<file path="src/rtl/cook_timer.sv">
// Countdown cook timer: BCD MM:SS keypad entry while the magnetron is off,
// one-second countdown while mag_on is high, done level and done pulse outputs.
module cook_timer #(
  parameter int TICKS_PER_SEC = 100
) (
  input  logic       clk,
  input  logic       resetn,
  input  logic       clearn,
  input  logic       mag_on,
  input  logic       key_valid,
  input  logic [3:0] key_digit,
  output logic [3:0] sec_ones,
  output logic [3:0] sec_tens,
  output logic [3:0] min_ones,
  output logic [3:0] min_tens,
  output logic       timer_done,
  output logic       done_pulse
);

  localparam int PW = (TICKS_PER_SEC > 2) ? $clog2(TICKS_PER_SEC) : 1;
  localparam logic [PW-1:0] TICK_LAST = PW'(TICKS_PER_SEC - 1);

  logic [3:0]    sec_ones_q, sec_ones_d;
  logic [3:0]    sec_tens_q, sec_tens_d;
  logic [3:0]    min_ones_q, min_ones_d;
  logic [3:0]    min_tens_q, min_tens_d;
  logic [PW-1:0] presc_q, presc_d;
  logic          done_q, done_d;
  logic          pulse_q, pulse_d;
  logic          time_nz;
  logic          key_ok;

  assign time_nz = |{sec_ones_q, sec_tens_q, min_ones_q, min_tens_q};
  assign key_ok  = key_valid && !mag_on && (key_digit <= 4'd9);

  always_comb begin
    sec_ones_d = sec_ones_q;
    sec_tens_d = sec_tens_q;
    min_ones_d = min_ones_q;
    min_tens_d = min_tens_q;
    presc_d    = presc_q;
    pulse_d    = 1'b0;

    if (!clearn) begin
      sec_ones_d = 4'd0;
      sec_tens_d = 4'd0;
      min_ones_d = 4'd0;
      min_tens_d = 4'd0;
      presc_d    = '0;
    end else if (key_ok) begin
      min_tens_d = min_ones_q;
      min_ones_d = sec_tens_q;
      sec_tens_d = sec_ones_q;
      sec_ones_d = key_digit;
    end else if (mag_on && time_nz) begin
      if (presc_q == TICK_LAST) begin
        presc_d = '0;
        // BCD borrow chain; sec_tens borrows to 5 so entered 6-9 values drain as raw seconds
        if (sec_ones_q != 4'd0) begin
          sec_ones_d = sec_ones_q - 4'd1;
        end else begin
          sec_ones_d = 4'd9;
          if (sec_tens_q != 4'd0) begin
            sec_tens_d = sec_tens_q - 4'd1;
          end else begin
            sec_tens_d = 4'd5;
            if (min_ones_q != 4'd0) begin
              min_ones_d = min_ones_q - 4'd1;
            end else begin
              min_ones_d = 4'd9;
              min_tens_d = min_tens_q - 4'd1;
            end
          end
        end
        pulse_d = ~|{sec_ones_d, sec_tens_d, min_ones_d, min_tens_d};
      end else begin
        presc_d = presc_q + PW'(1);
      end
    end

    // Computed from the next digits so the done level moves on the same edge
    done_d = ~|{sec_ones_d, sec_tens_d, min_ones_d, min_tens_d};
  end

  always_ff @(posedge clk or negedge resetn) begin
    if (!resetn) begin
      sec_ones_q <= 4'd0;
      sec_tens_q <= 4'd0;
      min_ones_q <= 4'd0;
      min_tens_q <= 4'd0;
      presc_q    <= '0;
      done_q     <= 1'b1;
      pulse_q    <= 1'b0;
    end else begin
      sec_ones_q <= sec_ones_d;
      sec_tens_q <= sec_tens_d;
      min_ones_q <= min_ones_d;
      min_tens_q <= min_tens_d;
      presc_q    <= presc_d;
      done_q     <= done_d;
      pulse_q    <= pulse_d;
    end
  end

  assign sec_ones   = sec_ones_q;
  assign sec_tens   = sec_tens_q;
  assign min_ones   = min_ones_q;
  assign min_tens   = min_tens_q;
  assign timer_done = done_q;
  assign done_pulse = pulse_q;

endmodule

</file>
<file path="config.mk">
export PLATFORM = sky130hd
export DESIGN_NAME = cook_timer
export DESIGN_NICKNAME = d
export VERILOG_FILES = /design/src/rtl/cook_timer.sv
export SDC_FILE = /design/constraint.sdc
export NUM_CORES = 1
export LEC_CHECK = 0
export CORE_ASPECT_RATIO = 1.4
export CORE_MARGIN = 10
export CORE_UTILIZATION = 53
export CTS_CLUSTER_DIAMETER = 150
export DETAILED_ROUTE_END_ITERATION = 6
export MAX_ROUTING_LAYER = met4
export PLACE_DENSITY_LB_ADDON = 0.15
export SYNTH_ARGS = -nofsm -noshare
export SYNTH_HDL_FRONTEND = slang
export SYNTH_SLANG_ARGS = --single-unit
</file>
<file path="constraint.sdc">
create_clock -name clk -period 3.4 [get_ports clk]
set_clock_uncertainty 0.05 [all_clocks]
set_input_delay 0.68 -clock clk [delete_from_list [all_inputs] [get_ports clk]]
set_output_delay 0.68 -clock clk [all_outputs]
set_load 0.01 [all_outputs]
</file>
==> results.md, run 1 <==
- IO Port Bufs: 26
- Share of cells above drive strength 1: 12.6%
- Cell Count, Final, Fillers Out: between 200 and 250
- Reg2reg end: timer_done$_DFF_PN1_
- RePlAce Congestion: a little under 1
- Yosys warnings: 0
- Worst-margin pin slew: a little over 0.6 ns
- Max incr delay on CP: around 0.58 ns
- CP startpoint: mag_on
- WHS Path Cells: 2
- DP Worst Slack: about 0.27 ns
- Antenna Nets Post-Route: 0
- Starting density of the core: between 50% and 60%
- Max FO, Critical Path: 11
- DRT iter0 DRCs: approximately 100
- Highest Clock Rate: 349 MHz
- Final min period: ~2.9 ns
- Nets: about 220
- CTS sink cnt: 25
- Total CTS buffers: 3
- Worst path cell trace: clkdlybuf4s50_1 -> and3_1 -> nand4_2 -> or3_4 -> xnor2_2 -> a21oi_2 -> nor4b_2 -> and4_1
- R2R Setup Slk: 0.61 ns
- Fraction of the yosys area taken by sequential cells: between 30% and 40%
- Final TNS setup: 0 ns
- Lkg Pwr: approximately 0.00077 uW
- Finish-stage setup viols: 0
- Worst R2R Start: min_tens[0]$_DFF_PN0_
- CTS tree: done
- TritonRoute pass-1 iters: 4
- Unrepaired setup endpoints after global routing: no
- Post-synth ARST share: 100%
- Critical Path Start Type: input pin
- Fin. Hold Viols: 0
- Final period util: about 84%
- Ant. Diodes: 0
- WP data required: about 3.6 ns
- Post-Syn Instances: ~180
- Vias in the first global route: between 1500 and 2000
- Critical path's slowest cell: clkdlybuf4s50_1
- Longest Clk Path Bufs: 2
- Post-route DRC: 0
- DIE HEIGHT: 85.1 microns
- Root buffer cell: clkbuf_8
- Power Density: ~340 mW/mm^2
- Final worst slack: roughly 0.53 ns
- GRT overflow: 0
- Drt wl/cell: 18.7 microns
- Hpwl dp: approximately 3.6 mm
- Via Count: about 1600
- Post-CTS setup buffer count: 0
- # rows: 23
- Max Cap Violations: 0
- Inst Count DP: roughly 240
- Synth Flop Type: dfrtp_1
- Vias per inst: 6.52
- Critical Path AT: approximately 3 ns
- Routed wire length: 4.54 mm
- #FFs+latches synth: 25
- Post-synthesis average cell area: 8.96 sq um
- Status: finished, final reports clean
- Initial antenna violation count: 0
- Hold/Removal Path Class: flop to flop
- Post-CTS Resized: 0
- Die Area: ~0.0057 sq mm
- Post-synthesis cell type count: 51
- Hold_buf cts: 0
- R2R cell count: 9
- Syn nets: around 190
- Total track usage: approximately 17%
- Pin count of the biggest net entering global routing: 26
- Minimum hold slack: between 0.5 and 0.6 ns
- Core area: around 0.0029 sq mm
- Die Wd: between 60 and 70 microns
- Post-Syn Area: roughly 0.0016 sq mm
- Clock insertion delay at the later pin of the skew report: 0.27 ns
- Number of flops mapped to enable cells by yosys: 0
- Area Growth Syn to Fin: 21.5%
- I/O pins: 27
- VDD IR-drop max: 0.251 mV
- Crit Path Class: input pin to flop
- Slew Limit Fails: 0
- Setup crit end kind: flop
- HP Start: presc_q[1]$_DFFE_PN0P_
- DP Area: approximately 0.0019 sq mm
- Clk slew on worst S/H paths: approximately 0.090 ns
- First-pass GRT wire length: 7.49 mm
- Critical Path Sink: timer_done$_DFF_PN1_
- Design area: 0.00195 sq mm
- H-Tree Depth: 1
- Max_slew headroom: 59.0%
==> flip-flops by register name, indices dropped and copies added, names as in the netlist <==
signal,flops
presc_q,7
min_ones,4
min_tens,4
sec_ones,4
sec_tens,4
done_pulse,1
timer_done,1
==> per-stage QoR <==
| step | utilization [%] | total power [uW] |
|---|---|---|
| after floorplan | - | 423 |
| after global placement | 66.1 | 490 |
| after detailed placement | 66.1 | 494 |
| after CTS | 67.7 | 672 |
| after global routing | 67.7 | 696 |
| final | 67.7 | 667 |
==> metal layers <==
metal  routed length (microns)  up-vias  track usage, %
li1                          -      729               -
met1                      1660      776            16.6
met2                      2500       63            30.8
met3                       224       17            2.37
met4                       152        0            7.46
met5                         0        -               -
==> cell usage after synthesis (3+ instances only) <==
| cell type | number | area, sq um |
|---|---|---|
| clkbuf_1 | 3 | 11.3 |
| dfrtp_1 | 24 | 601 |
| nand3_1 | 9 | 45.0 |
| o21ai_0 | 17 | 85.1 |
| inv_1 | 6 | 22.5 |
| nor3_1 | 7 | 35.0 |
| xnor2_1 | 3 | 26.3 |
| nand2_1 | 14 | 52.6 |
| nor4_1 | 4 | 25.0 |
| nand4_1 | 4 | 25.0 |
| ha_1 | 3 | 37.5 |
| nor2_1 | 18 | 67.6 |
| a31oi_1 | 6 | 37.5 |
| a21oi_1 | 8 | 40.0 |
| buf_2 | 3 | 15.0 |
==> report_power, final <==
group / switching, uW / internal [uW] / total, uW
combinational: 83.0 / 68.1 / 151
sequential: 23.5 / 314 / 337
clock: 96.3 / 82.1 / 178
total: 203 / 464 / 667
==> layout by cell type, fill, tap and decap left out, types with 2 or more instances in the layout <==
| master | n |
|---|---|
| o21ai_0 | 17 |
| or2_2 | 2 |
| nor3b_1 | 2 |
| mux2i_1 | 2 |
| a41oi_1 | 2 |
| ha_1 | 3 |
| clkdlybuf4s50_1 | 26 |
| nand2b_1 | 2 |
| nor3_1 | 7 |
| and4_1 | 2 |
| nor4_1 | 4 |
| a211oi_1 | 2 |
| or3_1 | 2 |
| or3b_2 | 2 |
| o311ai_0 | 2 |
| nor2_1 | 18 |
| nand2_1 | 14 |
| buf_4 | 4 |
| dfrtp_1 | 24 |
| and3_1 | 2 |
| nand3_1 | 9 |
| o31ai_1 | 2 |
| clkbuf_8 | 3 |
| nand4_1 | 4 |
| a21oi_1 | 8 |
| a31oi_1 | 6 |
| or4_1 | 2 |
| inv_1 | 6 |
| xnor2_1 | 3 |
| xor2_1 | 2 |
==> worst min-delay path by stage <==
stage / to / slack (ns)
2_1_floorplan: done_pulse$_DFF_PN0_ / 0.33
3_3_place_gp: presc_q[1]$_DFFE_PN0P_ / 0.50
3_5_place_dp: presc_q[1]$_DFFE_PN0P_ / 0.51
4_1_cts: presc_q[1]$_DFFE_PN0P_ / 0.52
5_1_grt: presc_q[1]$_DFFE_PN0P_ / 0.57
6_report: presc_q[1]$_DFFE_PN0P_ / 0.52
==> layout make-up <==
| cell class | count | area (sq um) |
|---|---|---|
| Clock inverter | 1 | 5.00 |
| Timing Repair Buffer | 30 | 290 |
| Sequential cell | 25 | 627 |
| Multi-Input combinational cell | 141 | 917 |
| Inverter | 6 | 22.5 |
| Fill cell | 243 | 928 |
| Clock buffer | 3 | 41.3 |
| Tap cell | 37 | 46.3 |
==> worst max-delay path: cells and delay by family <==
family	cells	cell delay (ns)
simple gates	5	1.50
buf+inv	1	0.58
compound gates	1	0.09
xor+xnor	1	0.18
==> cells by family after synthesis <==
kind of cell	after synthesis	share of synthesized area (%)
AO/OA/AOI/OAI	45	17.8
XOR/XNOR	6	3.74
adder cells (fa/ha/maj)	3	2.34
buffers and inverters	13	3.74
flip-flops	25	39.1
multiplexers	3	1.95
AND/OR/NAND/NOR	84	31.4
Note: power is estimated with default switching activity, not from simulation.
==> run 2, diff against run 1 <==
- clock period: 3.4 -> 2.7 ns (I/O delays scaled with it)
==> run 2 against run 1 <==
Compared with the run above: first-iteration DRC count is 3.9% lower; critical endpoint unchanged; largest power group unchanged; combinational power is 41% higher; register-to-register slack worse by 0.46 ns; sequential share of layout area is 1.7 points lower; die area stayed put; non-clock buffer count is 10 higher; sequential power is 25% higher; core utilization is 3.8 points higher; wire length is 0.97% higher.
==> results.md, run 2 (synthesis gave the netlist of run 1 again) <==
- Critical Path Start Type: input pin
- Max Cap Violations: 0
- CTS sink cnt: 25
- Antenna Nets Post-Route: 0
- Worst-margin pin slew: around 0.66 ns
- Largest register FFs: 7
- CTS tree: done
- Cell Count, Final, Fillers Out: 253
- Longest Clk Path Bufs: 2
- Finish-stage setup viols: 0
- Crit Path Class: input pin to flop
- Fin. Hold Viols: 0
- Setup crit end kind: flop
- Root buffer cell: clkbuf_8
- Status: finished, final reports clean
- CP delay by family, top: simple AND/OR/NAND/NOR gates
- Top reg by flops: presc_q
- Share of cells above drive strength 1: between 10% and 20%
- Starting density of the core: a little under three fifths
- HP Start: presc_q[1]$_DFFE_PN0P_
- Design area: a little over 0.002 sq mm
- First-pass GRT wire length: between 7 and 8 mm
- Die Area: about 0.0057 sq mm
- Drt wl/cell: approximately 18 microns
- Worst path cell trace: clkdlybuf4s50_1 -> and3_1 -> nand4_4 -> o31ai_2 -> a31oi_1 -> or2_2 -> nor4b_4 -> and4_1
- Hpwl dp: ~3.6 mm
- Die Wd: roughly 66 microns
- DP Area: slightly below 0.002 sq mm
- Worst R2R Start: presc_q[2]$_DFFE_PN0P_
- R2R cell count: 7
- IO Port Bufs: 26
- Most common cell after layout, fill and taps aside: clkdlybuf4s50_1
- Pin count of the biggest net entering global routing: 26
- Minimum hold slack: approximately 0.51 ns
- Inst Count DP: approximately 250
- # rows: 23
- RePlAce Congestion: 0.920
- Area Growth Syn to Fin: 28.3%
- Via Count: 1602
- Routed wire length: around 4.6 mm
- Critical path's slowest cell: clkdlybuf4s50_1
- CP startpoint: mag_on
- Ant. Diodes: 0
- Slew Limit Fails: 0
- I/O pins: 27
- Total CTS buffers: 3
- Lkg Pwr: 0.000824 uW
- DIE HEIGHT: approximately 85 microns
- Post-route DRC: 0
- Final period util: between 90% and 100%
- Total track usage: 16.5%
- Clock insertion delay at the later pin of the skew report: around 0.26 ns
- H-Tree Depth: 1
- Initial antenna violation count: 0
- Max FO, Critical Path: 8
- Clk slew on worst S/H paths: 0.09 ns
- GRT overflow: 0
- Nets: between 200 and 250
- Vias in the first global route: between 1500 and 2000
- Hold/Removal Path Class: flop to flop
- Final min period: about 2.6 ns
- Critical Path AT: around 2.7 ns
- Most frequent cells in the layout: clkdlybuf4s50_1 (26), dfrtp_1 (24), nor2_1 (18)
- DRT iter0 DRCs: about 100
- Power Density: 416 mW/mm^2
- Fill cells: 243
- TritonRoute pass-1 iters: 4
- Crit path depth: 8
- WP data required: between 2 and 3 ns
- Max incr delay on CP: between 0.4 and 0.5 ns
- Vias per inst: approximately 6.3
- Max_slew headroom: between 50 and 60%
- Core area: 0.00288 sq mm
- VDD IR-drop max: about 0.31 mV
- Highest Clock Rate: between 300 and 400 MHz
- Crit path buf inv count: 1
- WHS Path Cells: 2
run 2: metal layers:
metal,share of wire (%),GRT usage [%]
met1,36,17.5
met2,56,30.3
met3,6.8,1.97
met4,1.6,4.78
met5,0,-
run 2: report_power, final:
group	total (uW)	leakage (uW)	switching, uW	internal (uW)
clock network	221	0.0000228	115	105
logic	213	0.000464	114	99.2
registers	421	0.000338	26.4	395
total	856	0.000824	256	600
run 2: path summary, 6_finish.rpt:
kind	endpoint	slack [ns]
min reg2reg	presc_q[1]$_DFFE_PN0P_	0.51
max in group asynchronous	timer_done$_DFF_PN1_	1.71
max reg2reg	timer_done$_DFF_PN1_	0.15
min	presc_q[1]$_DFFE_PN0P_	0.51
max	timer_done$_DFF_PN1_	0.15
min in group asynchronous	min_ones[1]$_DFF_PN0_	0.59
run 2: tightest hold or removal path: stages (launching register included):
cell and delay, ns:
dfrtp_1 0.41, nand2_1 0.07, a21oi_1 0.06
run 2: timing repair:
action,4_1_cts,5_1_grt
endpoints found under the hold margin,0,0
hold buffers,0,0
buffers inserted,0,4
resized for setup,0,6
setup endpoints to repair,0,1
run 2: stage by stage:
step | setup TNS (ns) | setup slack [ns] | util (%) | power, uW
floorplan | 0 | 0.385 | - | 533
global placement | -0.109 | -0.109 | 68.0 | 620
detailed placement | -0.155 | -0.155 | 68.0 | 624
CTS | 0 | 0.0151 | 69.5 | 843
global route | -0.0108 | -0.0108 | 71.5 | 899
finish | 0 | 0.147 | 71.5 | 856
run 2: cell type report:
type                            count  area (sq um)  area share [%]
Clock buffer                        4          45.0            2.19
Inverter                            6          22.5            1.09
Multi-Input combinational cell    141           952            46.3
Sequential cell                    25           627            30.5
Tap cell                           37          46.3            2.25
Timing Repair Buffer               40           365            17.8
==> run 3, diff against run 2 <==
- ABC_CLOCK_PERIOD_IN_PS: default -> 2700
==> results of run 3 <==
Same layout as run 2: the final DEF is identical, and so are final timing and power.
